$ cat config.mk
export PLATFORM = sky130hd
export DESIGN_NAME = shift_in_byte
export DESIGN_NICKNAME = d
export VERILOG_FILES = /design/src/rtl/shift_in_byte.sv
export SDC_FILE = /design/constraint.sdc
export NUM_CORES = 1
export LEC_CHECK = 0
export BUFFER_PORTS_ARGS = -buffer_cell sky130_fd_sc_hd__buf_4
export CAP_MARGIN = 20
export CORE_AREA = 2 2 51 53
export CTS_CLUSTER_SIZE = 28
export DETAILED_ROUTE_END_ITERATION = 12
export DIE_AREA = 0 0 53 55
export PLACE_DENSITY = 0.63
export SLEW_MARGIN = 30
export SYNTH_ARGS = -nofsm -noshare
export SYNTH_HDL_FRONTEND = slang
export SYNTH_SLANG_ARGS = --single-unit
$ cat constraint.sdc
create_clock -name clk -period 2.9 [get_ports clk]
set_input_delay 0.29 -clock clk [delete_from_list [all_inputs] [get_ports clk]]
set_output_delay 0.29 -clock clk [all_outputs]
set_load 0.005 [all_outputs]
$ cat src/rtl/shift_in_byte.sv
// Serial-to-parallel byte assembler with a one-deep output register and a held-frame stage.
// Optional even-parity frame checking is enabled by defining PARITY_CHECK_EN.
module shift_in_byte #(
  parameter int unsigned LSB_FIRST = 1
) (
  input  logic       clk,
  input  logic       reset,
  input  logic       io_in_bit,
  input  logic       io_in_valid,
  output logic       io_in_ready,
  output logic [7:0] io_out_bits,
  output logic       io_out_valid,
  input  logic       io_out_ready
`ifdef PARITY_CHECK_EN
  ,
  output logic       io_out_perr
`endif
);

`ifdef PARITY_CHECK_EN
  localparam int unsigned FrameLen = 9;
`else
  localparam int unsigned FrameLen = 8;
`endif
  localparam int unsigned CntW = 4;

  typedef enum logic [0:0] {StCollect, StHold} state_e;

  state_e              state_q, state_d;
  logic [FrameLen-1:0] shift_q, shift_d, shifted;
  logic [CntW-1:0]     cnt_q, cnt_d;
  logic [7:0]          out_bits_q, out_bits_d;
  logic                out_valid_q, out_valid_d;
  logic                in_fire, out_fire;
`ifdef PARITY_CHECK_EN
  logic                perr_q, perr_d;
`endif

  // Data bits always precede the parity bit, so their position depends on shift direction.
  function automatic logic [7:0] frame_data(input logic [FrameLen-1:0] f);
    if (LSB_FIRST != 0) return f[7:0];
    else                return f[FrameLen-1 -: 8];
  endfunction

  assign in_fire  = io_in_valid && (state_q == StCollect);
  assign out_fire = out_valid_q && io_out_ready;
  assign shifted  = (LSB_FIRST != 0) ? {io_in_bit, shift_q[FrameLen-1:1]}
                                     : {shift_q[FrameLen-2:0], io_in_bit};

  always_comb begin
    state_d     = state_q;
    shift_d     = shift_q;
    cnt_d       = cnt_q;
    out_bits_d  = out_bits_q;
    out_valid_d = out_valid_q;
`ifdef PARITY_CHECK_EN
    perr_d      = perr_q;
`endif
    if (out_fire) out_valid_d = 1'b0;

    unique case (state_q)
      StCollect: begin
        if (in_fire) begin
          shift_d = shifted;
          if (cnt_q == CntW'(FrameLen - 1)) begin
            cnt_d = '0;
            if (!out_valid_q || out_fire) begin
              out_bits_d  = frame_data(shifted);
              out_valid_d = 1'b1;
`ifdef PARITY_CHECK_EN
              perr_d      = ^shifted;
`endif
            end else begin
              state_d = StHold;
            end
          end else begin
            cnt_d = cnt_q + CntW'(1);
          end
        end
      end
      StHold: begin
        if (out_fire) begin
          out_bits_d  = frame_data(shift_q);
          out_valid_d = 1'b1;
`ifdef PARITY_CHECK_EN
          perr_d      = ^shift_q;
`endif
          state_d     = StCollect;
        end
      end
      default: state_d = StCollect;
    endcase
  end

  always_ff @(posedge clk) begin
    if (reset) begin
      state_q     <= StCollect;
      shift_q     <= '0;
      cnt_q       <= '0;
      out_bits_q  <= '0;
      out_valid_q <= 1'b0;
`ifdef PARITY_CHECK_EN
      perr_q      <= 1'b0;
`endif
    end else begin
      state_q     <= state_d;
      shift_q     <= shift_d;
      cnt_q       <= cnt_d;
      out_bits_q  <= out_bits_d;
      out_valid_q <= out_valid_d;
`ifdef PARITY_CHECK_EN
      perr_q      <= perr_d;
`endif
    end
  end

  // Depends only on the state register, never on io_out_ready.
  assign io_in_ready  = (state_q == StCollect);
  assign io_out_bits  = out_bits_q;
  assign io_out_valid = out_valid_q;
`ifdef PARITY_CHECK_EN
  assign io_out_perr  = perr_q;
`endif

endmodule

=== Yosys cells after proc, flatten, opt, wreduce, memory -nomap -nowiden ===
Cells that the tools add are included.

* Reductions and logical operators: 6
* Add/sub/neg operators: 1
* Bitwise operators: 1
* Eq/ne operators: 5
* Muxes and demuxes: 17

{| class="wikitable"
|+ Operators with widths
! operator !! count
|-
| 8-bit two-way mux || 4
|-
| 8-bit case mux with 2 select lines || 1
|-
| 1-bit two-way mux || 9
|-
| 2-bit by 1-bit inequality test with 1-bit output (second input constant) || 4
|-
| 4-bit by 1-bit adder with 4-bit output (second input constant) || 1
|-
| 4-bit by 3-bit equality test with 1-bit output (second input constant) || 1
|-
| 4-bit two-way mux || 1
|-
| 1-bit case mux with 2 select lines || 2
|-
| 4-bit AND reduction || 1
|-
| 1-bit logical AND || 2
|-
| 2-bit AND reduction || 1
|-
| 1-bit logical NOT || 1
|-
| 1-bit logical OR || 1
|-
| 1-bit NOT || 1
|}

* Output and inout bits: 10
* Register bits: 22
* Input port bits: 5
* Word-level logic and storage cells: 35

=== Depth between registers and ports, before layout ===
Gate-level depths: netlist (run 1).

* Word-level depth: 6
* Gate-level depth with buffers: 5
* Gate-level depth less buffers: 4

=== Worst setup path after synthesis (run 1) ===
No wires, ideal clock.

* Path type: register to register
* Start: register cnt_q[0]
* End: register out_bits_q[0], in the netlist io_out_bits[0]
* Path buffers: 0
* Arrival time: 1348 ps
* Cell stages (with the launch flop): 5
* Slack: 1431 ps
* Required time: 2779 ps
* Library setup time: 121 ps
* Clock period less this slack: 1469 ps
* Cells stage by stage: dfxtp_1 -> ha_1 -> and4b_1 -> o22ai_4 -> mux2_2

* Word-level cells in the longest chain between the ends: 3

{| class="wikitable"
|+ Ends and longest elaborated chain
! what !! RTL line !! RTL
|-
| start: declaration || 31 || <nowiki>logic [CntW-1:0] cnt_q, cnt_d;</nowiki>
|-
| start signal: assignment || 108 || <nowiki>cnt_q <= cnt_d;</nowiki>
|-
| 4-bit by 3-bit equality test with 1-bit output || 65 || <nowiki>if (cnt_q == CntW'(FrameLen - 1)) begin</nowiki>
|-
| 2-bit by 1-bit inequality test with 1-bit output (no source line) || n/a ||
|-
| 4-bit AND reduction (no source line) || n/a ||
|-
| end signal: assignment || 109 || <nowiki>out_bits_q <= out_bits_d;</nowiki>
|-
| end: declaration || 32 || <nowiki>logic [7:0] out_bits_q, out_bits_d;</nowiki>
|}

No other way between the ends.
A chain may end at the register's enable or synchronous reset.

=== Worst setup path after layout (run 1) ===
* Start: register state_q
* End: register out_bits_q[4], in the netlist io_out_bits[4]

* Word-level cells in the longest chain between the ends: 4
* Elaborated cells between the ends (all ways): 8
* Classes of those cells: 4 x eq/ne; 1 x mux; 1 x bitwise; 2 x reduce/logical

{| class="wikitable"
|+ Ends and longest elaborated chain
! what !! RTL line !! RTL
|-
| start: declaration || 29 || <nowiki>state_e state_q, state_d;</nowiki>
|-
| start signal: assignment || 97 || <nowiki>state_q <= StCollect;</nowiki>
|-
| start signal: assignment || 106 || <nowiki>state_q <= state_d;</nowiki>
|-
| 1-bit NOT (no source line) || n/a ||
|-
| 1-bit logical AND || 45 || <nowiki>assign in_fire = io_in_valid && (state_q == StCollect);</nowiki>
|-
| 2-bit by 1-bit inequality test with 1-bit output (no source line) || n/a ||
|-
| 4-bit AND reduction (no source line) || n/a ||
|}

Parallel ways exist; a longest one is shown, timed or not.

==> impl_metrics.env, run 1 <==
export IMPL_outcome="finished clean"
export IMPL_post_cts_buffers=0
export IMPL_antenna_cells=0
export IMPL_crit_arrival_ps=1980
export IMPL_hold_buffers=0
export IMPL_finalSetupViolations=0
export IMPL_htree_levels=1
export IMPL_grt_use_met3=0.0161
export IMPL_drt_first_pass_iters=3
export IMPL_syn_to_final_growth_pct=14.3
export IMPL_drc_errors=0
export IMPL_synth_compound_area_frac=0.0893
export IMPL_hold_class="in -> reg"
export IMPL_synth_top_family_by_area="simple AND/OR/NAND/NOR gates"
export IMPL_synthesis_instances=113
export IMPL_die_area_um2=2920
export IMPL_fin_util=0.487
export IMPL_drv_slew=0
export IMPL_yosysUniqueCellTypes=25
export IMPL_ys_async_sr_fraction=0
export IMPL_fin_skew_ps=5.19
export IMPL_synth_ff_type="dfxtp_1"
export IMPL_synthMuxAreaShare=0.169
export IMPL_post_route_period_util=0.617
export IMPL_max_freq_ghz=0.559
export IMPL_die_w_um=53
export IMPL_final_cell_count_no_fill=154
export IMPL_cts_sinks=22
export IMPL_cp_end_kind="flip-flop"
export IMPL_avgSynthCellArea_um2=8.92
export IMPL_use_met1=0.184
export IMPL_dp_cells=150
export IMPL_powerDensity_nw_per_um2=431
export IMPL_ant_nets=0
export IMPL_die_height_um=55
export IMPL_synth_area_um2=1010
export IMPL_ys_warn_count=0
export IMPL_numCtsBuffers=3
export IMPL_grt_max_degree=31
export IMPL_grt_pass1_wl_um=2810
export IMPL_relSlewSlack=0.524
export IMPL_worstPathMaxFanout=16
export IMPL_p_leak_uw=0.000441
export IMPL_setup_tns_final_ps=0
export IMPL_rsz0062_at_grt="no"
export IMPL_peakVddDrop_mv=0.227
export IMPL_yosysSeqAreaShare=0.437
export IMPL_grt_util_all_layers=0.132
export IMPL_fillers=244
export IMPL_cts_buffer_depth=2
export IMPL_gp_congestion=0.705
export IMPL_nets=131
export IMPL_gr_total_overflow=0
export IMPL_routed_wl_um=1690
export IMPL_worst_pin_slew_ps=713
export IMPL_port_buffer_count=14
export IMPL_grt_busiest_layer="met2"
export IMPL_yosys_register_bits=22
export IMPL_cap_violations=0
export IMPL_vias=743
export IMPL_synthAdderAreaFrac=0.0124
export IMPL_cts_root_buf="clkbuf_4"
export IMPL_syn_num_nets=119
export IMPL_synth_edf_count=0
export IMPL_clkTransAtPathRegs_ps=120
export IMPL_wl_per_cell_um=11.0
export IMPL_initial_utilization=0.426
export IMPL_use_met2=0.198
export IMPL_core_region_area_um2=2360
export IMPL_ctsResizeCount=0
export IMPL_clk_latency_ps=300
export IMPL_grt_pass1_vias=657
export IMPL_synth_simple_area_share=0.242
export IMPL_grt_antenna_before_repair=0
export IMPL_drt_iter0_drc=9
export IMPL_synth_xor_area_share=0.00868
export IMPL_worstPathRequired_ps=3090
export IMPL_io_pins=15
export IMPL_cts_tree="yes"
export IMPL_finalHoldViolCount=0
export IMPL_dp_hpwl_um=1190
export IMPL_drive_above_1_share=0.226
export IMPL_rows=18
export IMPL_start_kind="flip-flop"
export IMPL_whs_ps=240
export IMPL_critPathKind="reg -> reg"
export IMPL_min_period_ps=1790
export IMPL_viasPerCell=4.82
[synthesized netlist by cell type (2+ instances only)]
master    instances  area share
a21oi_1          12       0.060
clkbuf_1          4       0.015
dfxtp_1          22        0.44
inv_1             2      0.0074
mux2_2            8       0.089
mux2i_1           8       0.079
nand2_1          20       0.074
nor2_1           11       0.041
nor2b_1           9       0.056
o21ai_0           2      0.0099
[stage by stage]
| step | cell area [µm²] | worst slack, ps | power, µW |
|---|---|---|---|
| floorplan | 1010 | 1430 | 332 |
| global placement | 1120 | 1190 | 341 |
| detailed placement | 1120 | 1110 | 341 |
| CTS | 1150 | 1080 | 508 |
| global route | 1150 | 952 | 522 |
| finish | 1150 | 1110 | 496 |
[power by group]
group / leakage (µW) / internal (µW) / switching [µW]
Combinational: 0.000243 / 9.01 / 16.2
Sequential: 0.000178 / 306 / 3.44
Clock: 0.0000210 / 76.5 / 85.5
Total: 0.000441 / 391 / 105
[cell families (layout without fill, tap and decap cells)]
kind of cell / Yosys count / in the layout
AND/OR/NAND/NOR: 49 / 49
flip-flops: 22 / 22
multiplexers: 16 / 16
AO/OA/AOI/OAI: 15 / 15
buffers and inverters: 9 / 20
adder cells (fa/ha/maj): 1 / 1
XOR/XNOR: 1 / 1
[critical path, stage by stage (launching register included)]
cell     delay [ps]
dfxtp_1         800
nor2_1          200
o22ai_4         310
mux2_2          380
[path summary, 6_finish.rpt]
check                                from                           to  slack (ps)  cells after the start
setup / recovery       state_q$_SDFF_PP0_  io_out_bits[4]$_SDFFE_PP0P_        1110                      3
setup reg to reg       state_q$_SDFF_PP0_  io_out_bits[4]$_SDFFE_PP0P_        1110                      3
hold reg to reg   shift_q[0]$_SDFFE_PP0P_      shift_q[0]$_SDFFE_PP0P_         480                      2
hold / removal                  io_in_bit      shift_q[7]$_SDFFE_PP0P_         240                      3
[layout make-up]
class                      count  area (µm²)  share of cell area
inverter                       2        7.51             0.00651
timing repair buffer          14         105              0.0912
multi-input combinational     82         526               0.456
clock buffer                   4        36.3              0.0315
sequential                    22         440               0.382
tap                           30        37.5              0.0326
[layer usage]
metal	part of all wire	wire length [µm]
met5	0	0
met4	0.0089	15
met1	0.53	900
met3	0.025	43
met2	0.43	731
[sequential cells by signal (all words and copies together) (netlist names)]
register,count
io_out_bits,8
io_out_valid,1
state_q,1
cnt_q,4
shift_q,8
[layout by cell type, fill, tap and decap left out]
cell,synthesis,final
and2_1,1,1
nand3b_1,1,1
nor2b_1,9,9
mux2_2,8,8
or4_1,1,1
mux2i_1,8,8
nor2_1,11,11
clkbuf_4,0,3
or3_1,1,1
xor2_1,1,1
a21oi_1,12,12
nand3_1,1,1
inv_1,2,2
ha_1,1,1
dfxtp_1,22,22
and4b_1,1,1
nor4_1,1,1
clkbuf_8,0,1
buf_4,0,14
nand2_1,20,20
and3b_1,1,1
o22ai_4,1,1
o21ai_0,2,2
nand2b_4,1,1
(Power assumes the default switching activity.)
==> run 2: changes to the inputs <==
==> constraint.sdc (replaced) <==
create_clock -name clk -period 1.9 [get_ports clk]
set_input_delay 0.19 -clock clk [delete_from_list [all_inputs] [get_ports clk]]
set_output_delay 0.19 -clock clk [all_outputs]
set_load 0.005 [all_outputs]
==> run 2 against run 1 <==
Against the previous run:
- routed wire length increased by 2.1%
- sequential share of layout area shrank 1.0 points
- clock skew increased by 1.7 ps
- first-iteration DRC count up 33%
- count of clock-buffer cells in the layout down 1
- critical path depth rose by 1
- combinational power up 59%
- final area grew 2.7%
- non-clock buffer count is 2 higher
- hold slack worse by 110 ps
- critical path type unchanged
- highest routed layer unchanged
==> impl_metrics.env, run 2 (synthesis gave the netlist of run 1 again) <==
export IMPL_drv_slew=0
export IMPL_initial_utilization=0.426
export IMPL_antenna_cells=0
export IMPL_die_area_um2=2920
export IMPL_port_buffer_count=14
export IMPL_wl_per_cell_um=11.1
export IMPL_viasPerCell=4.80
export IMPL_post_cts_buffers=0
export IMPL_grt_pass1_wl_um=2860
export IMPL_core_region_area_um2=2360
export IMPL_max_freq_ghz=0.640
export IMPL_outcome="finished clean"
export IMPL_cp_end_kind="flip-flop"
export IMPL_worstPathMaxFanout=8
export IMPL_setup_tns_final_ps=0
export IMPL_finalInstanceArea_um2=1180
export IMPL_clk_latency_ps=300
export IMPL_peakVddDrop_mv=0.380
export IMPL_rows=18
export IMPL_gr_total_overflow=0
export IMPL_rsz0062_at_grt="no"
export IMPL_crit_arrival_ps=1770
export IMPL_final_common_cell="dfxtp_1"
export IMPL_vias=749
export IMPL_total_power_uw=864
export IMPL_io_pins=15
export IMPL_powerDensity_nw_per_um2=730
export IMPL_clkTransAtPathRegs_ps=120
export IMPL_die_w_um=53
export IMPL_grt_max_degree=31
export IMPL_ant_nets=0
export IMPL_p_leak_uw=0.000459
export IMPL_finalSetupViolations=0
export IMPL_critPathKind="reg -> reg"
export IMPL_ctsResizeCount=0
export IMPL_cts_buffer_depth=2
export IMPL_drt_iter0_drc=12
export IMPL_cts_sinks=22
export IMPL_relSlewSlack=0.797
export IMPL_dp_hpwl_um=1200
export IMPL_cts_root_buf="clkbuf_4"
export IMPL_drc_errors=0
export IMPL_cts_tree="yes"
export IMPL_numCtsBuffers=3
export IMPL_start_kind="flip-flop"
export IMPL_whs_ps=125
export IMPL_worstPathRequired_ps=2100
export IMPL_min_period_ps=1560
export IMPL_post_route_period_util=0.823
export IMPL_gp_congestion=0.710
export IMPL_die_height_um=55
export IMPL_placed_area_um2=1130
export IMPL_grt_util_all_layers=0.134
export IMPL_fin_skew_ps=6.92
export IMPL_final_cell_count_no_fill=156
export IMPL_drt_first_pass_iters=4
export IMPL_drive_above_1_share=0.238
export IMPL_nets=133
export IMPL_syn_to_final_growth_pct=17.4
export IMPL_finalHoldViolCount=0
export IMPL_dp_cells=152
export IMPL_htree_levels=1
export IMPL_hold_buffers=0
export IMPL_cap_violations=0
export IMPL_grt_antenna_before_repair=0
export IMPL_hold_class="in -> reg"
export IMPL_routed_wl_um=1730
export IMPL_worst_pin_slew_ps=304
export IMPL_grt_pass1_vias=673
export IMPL_mostFrequentLayoutCells="dfxtp_1, nand2_1, buf_4, a21oi_1, nor2_1"
## run 2: cell types whose count changed in the layout (fill, tap and decap cells not counted)
cell,change
bufinv_16,+1
clkbuf_8,-1
buf_4,+2
## run 2: per-layer routing
metal | GRT usage | share of wire | vias to the layer above
li1 | - | - | 403
met1 | 0.165 | 0.50 | 336
met2 | 0.223 | 0.46 | 8
met3 | 0.0242 | 0.034 | 2
met4 | 0.0769 | 0.0075 | 0
met5 | 0 | 0 | -
## run 2: critical path: stages, from the launching register on
cell and delay, ps:
dfxtp_1 350, ha_1 230, and4b_1 230, o22ai_4 280, mux2_2 370
## run 2: area by class of cell
class / count / area, µm²
clock inverter: 1 / 30.0
fill: 241 / 1180
timing repair buffer: 16 / 120
clock buffer: 3 / 22.5
multi-input combinational: 82 / 526
inverter: 2 / 7.51
sequential: 22 / 440
tap: 30 / 37.5
## run 2: metrics by stage
stage / util / setup slack [ps]
2_1_floorplan: - / 431
3_3_place_gp: 0.478 / 365
3_5_place_dp: 0.478 / 340
4_1_cts: 0.501 / 327
5_1_grt: 0.501 / 236
6_report: 0.501 / 336
## run 2: path summary, 6_finish.rpt
path,from,endpoint,slack [ps],cells after the start
setup reg to reg,cnt_q[0]$_SDFFE_PP0P_,io_out_bits[0]$_SDFFE_PP0P_,340,4
hold / removal,io_in_bit,shift_q[7]$_SDFFE_PP0P_,130,3
setup / recovery,cnt_q[0]$_SDFFE_PP0P_,io_out_bits[0]$_SDFFE_PP0P_,340,4
hold reg to reg,shift_q[0]$_SDFFE_PP0P_,shift_q[0]$_SDFFE_PP0P_,460,2
## run 2: power breakdown
part,total (µW),internal [µW],switching (µW)
logic,40.0,15.1,24.9
registers,471,467,4.71
clock network,352,213,139
total,864,695,169
